===== src/rtl/rr_arbiter_8_if.sv =====
// Request/grant bundle for the 8-way round-robin arbiter.
interface rr_arbiter_8_if;
  logic [7:0] req;
  logic       done;
  logic [7:0] gnt;
  logic [2:0] gnt_idx;
  logic       busy;
  logic       timeout;

  modport master (output req, done, input gnt, gnt_idx, busy, timeout);
  modport slave  (input req, done, output gnt, gnt_idx, busy, timeout);
endinterface


===== src/rtl/rr_arbiter_8.sv =====
// 8-way round-robin arbiter with single-owner grant, done release and
// forced release after MAX_HOLD cycles.
module rr_arbiter_8 #(
  parameter int MAX_HOLD = 16
) (
  input  logic          clk,
  input  logic          rst_n,
  rr_arbiter_8_if.slave bus
);
  typedef enum logic {IDLE, GRANT} state_t;

  localparam logic [7:0] HOLD_LAST = 8'(MAX_HOLD - 1);

  state_t     state, state_nxt;
  logic [2:0] ptr, ptr_nxt;
  logic [2:0] idx, idx_nxt;
  logic [7:0] hold, hold_nxt;
  logic       to_q, to_nxt;
  logic [7:0] rot;
  logic [2:0] win;

  // Rotate req so bit 0 is the ptr position; lowest set bit wins.
  always_comb begin
    rot = 8'({bus.req, bus.req} >> ptr);
    win = ptr;
    for (int i = 7; i >= 0; i--)
      if (rot[i]) win = ptr + 3'(i);
  end

  always_comb begin
    state_nxt = state;
    ptr_nxt   = ptr;
    idx_nxt   = idx;
    hold_nxt  = hold;
    to_nxt    = 1'b0;
    case (state)
      IDLE: begin
        if (|bus.req) begin
          state_nxt = GRANT;
          idx_nxt   = win;
          ptr_nxt   = win + 3'd1;
          hold_nxt  = '0;
        end
      end
      GRANT: begin
        // done wins over the forced-release condition, so no timeout then
        if (bus.done) begin
          state_nxt = IDLE;
          idx_nxt   = '0;
        end else if (hold == HOLD_LAST) begin
          state_nxt = IDLE;
          idx_nxt   = '0;
          to_nxt    = 1'b1;
        end else begin
          hold_nxt = hold + 8'd1;
        end
      end
      default: state_nxt = IDLE;
    endcase
  end

  always_ff @(posedge clk or negedge rst_n) begin
    if (!rst_n) begin
      state <= IDLE;
      ptr   <= '0;
      idx   <= '0;
      hold  <= '0;
      to_q  <= 1'b0;
    end else begin
      state <= state_nxt;
      ptr   <= ptr_nxt;
      idx   <= idx_nxt;
      hold  <= hold_nxt;
      to_q  <= to_nxt;
    end
  end

  // Grant is decoded from registered state so reset clears it immediately.
  assign bus.gnt     = (state == GRANT) ? (8'b1 << idx) : 8'h00;
  assign bus.gnt_idx = idx;
  assign bus.busy    = (state == GRANT);
  assign bus.timeout = to_q;
endmodule


===== src/flat_wrapper.sv =====
// flat-port wrapper written by rule: the top's interface ports become plain ports
module rr_arbiter_8_flat 
#(
  parameter int MAX_HOLD = 16
)
  (clk, rst_n, bus_req, bus_done, bus_gnt, bus_gnt_idx, bus_busy, bus_timeout);
  rr_arbiter_8_if bus_i ();
  input  logic clk;
  input  logic rst_n;
  input wire logic [$bits(bus_i.req)-1:0] bus_req;
  input wire logic [$bits(bus_i.done)-1:0] bus_done;
  output wire logic [$bits(bus_i.gnt)-1:0] bus_gnt;
  output wire logic [$bits(bus_i.gnt_idx)-1:0] bus_gnt_idx;
  output wire logic [$bits(bus_i.busy)-1:0] bus_busy;
  output wire logic [$bits(bus_i.timeout)-1:0] bus_timeout;
  assign bus_i.req = bus_req;
  assign bus_i.done = bus_done;
  assign bus_gnt = bus_i.gnt;
  assign bus_gnt_idx = bus_i.gnt_idx;
  assign bus_busy = bus_i.busy;
  assign bus_timeout = bus_i.timeout;
  rr_arbiter_8 #(.MAX_HOLD(MAX_HOLD)) u_core (.clk(clk), .rst_n(rst_n), .bus(bus_i));
endmodule

===== config.mk =====
export PLATFORM = sky130hd
export DESIGN_NAME = rr_arbiter_8_flat
export DESIGN_NICKNAME = d
export VERILOG_FILES = /design/src/rtl/rr_arbiter_8_if.sv /design/src/rtl/rr_arbiter_8.sv /design/src/flat_wrapper.sv
export SDC_FILE = /design/constraint.sdc
export NUM_CORES = 1
export LEC_CHECK = 0
export ABC_AREA = 1
export ABC_CLOCK_PERIOD_IN_PS = 5100
export CAP_MARGIN = 0
export CORE_MARGIN = 4
export CORE_UTILIZATION = 32
export CTS_CLUSTER_DIAMETER = 30
export DETAILED_ROUTE_END_ITERATION = 16
export GPL_ROUTABILITY_DRIVEN = 0
export HOLD_SLACK_MARGIN = 0.1
export SLEW_MARGIN = 20
export SYNTH_ARGS = -nofsm -noshare
export SYNTH_HDL_FRONTEND = slang
export SYNTH_SLANG_ARGS = --single-unit
export TNS_END_PERCENT = 50

===== constraint.sdc =====
create_clock -name clk -period 5.1 [get_ports clk]
set_clock_uncertainty 0.15 [all_clocks]
set_input_delay 1.02 -clock clk [delete_from_list [all_inputs] [get_ports clk]]
set_output_delay 1.02 -clock clk [all_outputs]
set_load 0.05 [all_outputs]

==> out/metrics.yaml <==
drcViolationCount: 0
r2r-end: "u_core.ptr[1]$_DFFE_PN0P_"
instances_no_fill: 294
dp_hpwl_microns: 2670
slew_viol_final: 0
area_growth_pct: 21.3
cts_tree: "done"
whs_path_depth: 2
dieArea_sq_um: 5580
r2r_slack_ns: 2.49
drive_gt1_share_pct: 10.7
crit_cells: 4
ir_worst_vdd_mv: 0.278
nets: 260
yosysSeqAreaShare_pct: 28.1
core-area_sq_um: 4140
worst-path-buf-inv: 2
place_area_sq_um: 1670
grt_pass1_wl_microns: 5750
rsz0062_at_grt: "no"
hp-class: "reg -> reg"
crit_type: "reg -> out"
worstSetupEndpointType: "primary output"
synth_nets: 236
grt_pass1_vias: 1294
synth.avg_cell_area_sq_um: 6.44
cp_cell_sequence: "inv_1 -> or2_2 -> nor2_1 -> clkdlybuf4s50_1"
ys_top_cells_by_area: "dfrtp_1, nand2_1, nand3_1"
powerDensity_nw_per_um2: 734
drt-total-wl_microns: 3320
crit_path_start: "u_core.bus.busy$_DFF_PN0_"
critical_path.top_delay_family: "buffers and inverters"
ys_ff_latch: 16
required_ns: 3.93
clock_latency_ns: 0.25
dp.cells: 290
r2r_start: "u_core.ptr[1]$_DFFE_PN0P_"
min_period_ns: 3.17
cts.sinks: 16
crit_path_end: "bus_gnt[3]"
vias_per_cell: 4.88
cts_buffer_depth: 2
gr-usage-all-layers_pct: 12.9
cp_max_fo: 5
p_sw_mw: 0.715
hold_viol: 0
initial_core_util_pct: 34.4
status: "finished, final reports clean"
fmax_ghz: 0.315
synth_edf_count: 0
tightest_slew_ns: 0.711
cap_viol_max_count: 0
worst_ep_arrival_time_ns: 2.00
crit_path_top_delay_cell: "clkdlybuf4s50_1"
dr.pass1.iters: 4
stdcell_area_sq_um: 1730
combPwrFrac_pct: 72.3
post-cts-setup-buffer-count: 0
reg2reg_depth: 12
grt_max_degree: 17
antenna_found_initial: 0
yosys_warnings: 0
cts-buffers-inserted: 3
wl_per_cell_microns: 11.3
intPower_mw: 0.553
n_antenna_cell: 0
setup-tns-final_ns: 0
routed-via-count: 1434
max-slew-margin-rel_pct: 52.5
clkSlewWorstSetupHoldPaths_ns: 0.06
fin_crit_sh_pct: 62.2
synth_top_area_share_pct: 28.1
ant_nets: 0
yosys_most_used_dff: "dfrtp_1"
cpPeakStageDelay_ns: 0.81
start_kind: "flop"
swShare_pct: 56.4
power_leakage_nw: 0.840
seq_power_share_pct: 18.8
cts_root_buf: "clkbuf_8"
ios: 24
fin_hold_ws_ns: 0.361
ctsHoldBuffers: 0
row_count: 23
synth.distinct_cells: 25
ctsResizeCount: 0
yosys.area.top_type: "dfrtp_1"
synthCells: 221
die_h_microns: 74.7
p_total_mw: 1.27
cts.htree.levels: 1
clock_power_share_pct: 8.9
setup_violations: 0
synthArstFlopShare_pct: 100
drtIter0Drc: 82
overflow: 0
synth_area_sq_um: 1420
io_buffers: 23
die_w_microns: 74.7
layout make-up:
cell class / count / area, sq um
Fill cell: 452 / 2420
Tap cell: 50 / 62.6
Clock buffer: 4 / 55.1
Inverter: 21 / 78.8
Multi-Input combinational cell: 180 / 900
Sequential cell: 16 / 400
Timing Repair Buffer: 23 / 230
synth_stat cells (all sizes together) (2+ instances only):
library cell / count
a21oi: 11
buf: 4
dfrtp: 16
ha: 4
inv: 20
nand2: 83
nand3: 34
nor2: 20
nor3: 3
nor4: 2
o21a: 3
o21ai: 12
xnor2: 2
xor2: 2
worst min-delay path by stage:
stage	end	from	slack [ns]
4_1_cts	u_core.hold[1]$_DFFE_PN0P_	u_core.hold[1]$_DFFE_PN0P_	0.36
6_report	u_core.hold[1]$_DFFE_PN0P_	u_core.hold[1]$_DFFE_PN0P_	0.36
3_3_place_gp	u_core.hold[1]$_DFFE_PN0P_	u_core.hold[1]$_DFFE_PN0P_	0.35
5_1_grt	u_core.hold[1]$_DFFE_PN0P_	u_core.hold[1]$_DFFE_PN0P_	0.39
2_1_floorplan	u_core.hold[1]$_DFFE_PN0P_	u_core.hold[1]$_DFFE_PN0P_	0.32
3_5_place_dp	u_core.hold[1]$_DFFE_PN0P_	u_core.hold[1]$_DFFE_PN0P_	0.35
power by group through the flow:
stage | clock (mW) | combinational, mW | sequential, mW
5_1_grt | 0.120 | 1.06 | 0.248
4_1_cts | 0.115 | 0.917 | 0.238
2_1_floorplan | 0 | 0.742 | 0.246
3_5_place_dp | 0 | 0.914 | 0.241
3_3_place_gp | 0 | 0.917 | 0.242
6_report | 0.113 | 0.917 | 0.238
stage by stage:
stage               setup slack [ns]  util, %
CTS                             1.91     41.7
global placement                1.81     40.3
floorplan                       2.13        -
global route                    1.82     41.7
finish                          1.93     41.7
detailed placement              1.82     40.3
cell usage in the layout, fill, tap and decap left out, types with 3 or more instances in the layout:
| cell | count |
|---|---|
| o21a_1 | 3 |
| nand3_2 | 3 |
| nand3_1 | 31 |
| a21oi_1 | 11 |
| nor2_1 | 20 |
| nor3_1 | 3 |
| nand2_1 | 73 |
| clkbuf_8 | 4 |
| o21ai_2 | 5 |
| o21ai_0 | 5 |
| ha_1 | 4 |
| inv_1 | 17 |
| clkdlybuf4s50_1 | 23 |
| dfrtp_1 | 16 |
| inv_2 | 3 |
| nand2_2 | 9 |
worst register-to-register path, delay by kind of cell, from the launching register on:
kind	cells	cell delay (ns)
AO/OA/AOI/OAI	4	0.53
adder cells (fa/ha/maj)	2	0.63
buffers and inverters	1	0.24
flip-flops	1	0.67
AND/OR/NAND/NOR	5	0.28
state kept, by name, summed over array words and instances, names as in the netlist:
register	count
u_core.hold	8
u_core.bus.timeout	1
u_core.bus.gnt_idx	3
u_core.ptr	3
u_core.bus.busy	1
logic make-up (layout without fill, tap and decap cells):
kind of cell	after synthesis	count (layout)	share of synthesized area, %
xor+xnor	4	4	2.46
compound gates	28	28	12.1
flops	16	16	28.1
fa+ha+maj	4	4	3.52
simple gates	144	144	45.1
buf+inv	25	48	8.70
per-layer routing:
metal  wire [microns]  vias up  GRT usage, %
li1                 -      768             -
met1             1640      637          18.9
met2             1540       25          20.2
met3              117        4          2.67
met4               22        0          1.78
met5                0        -             0
Note: power is estimated with default switching activity, not from simulation.
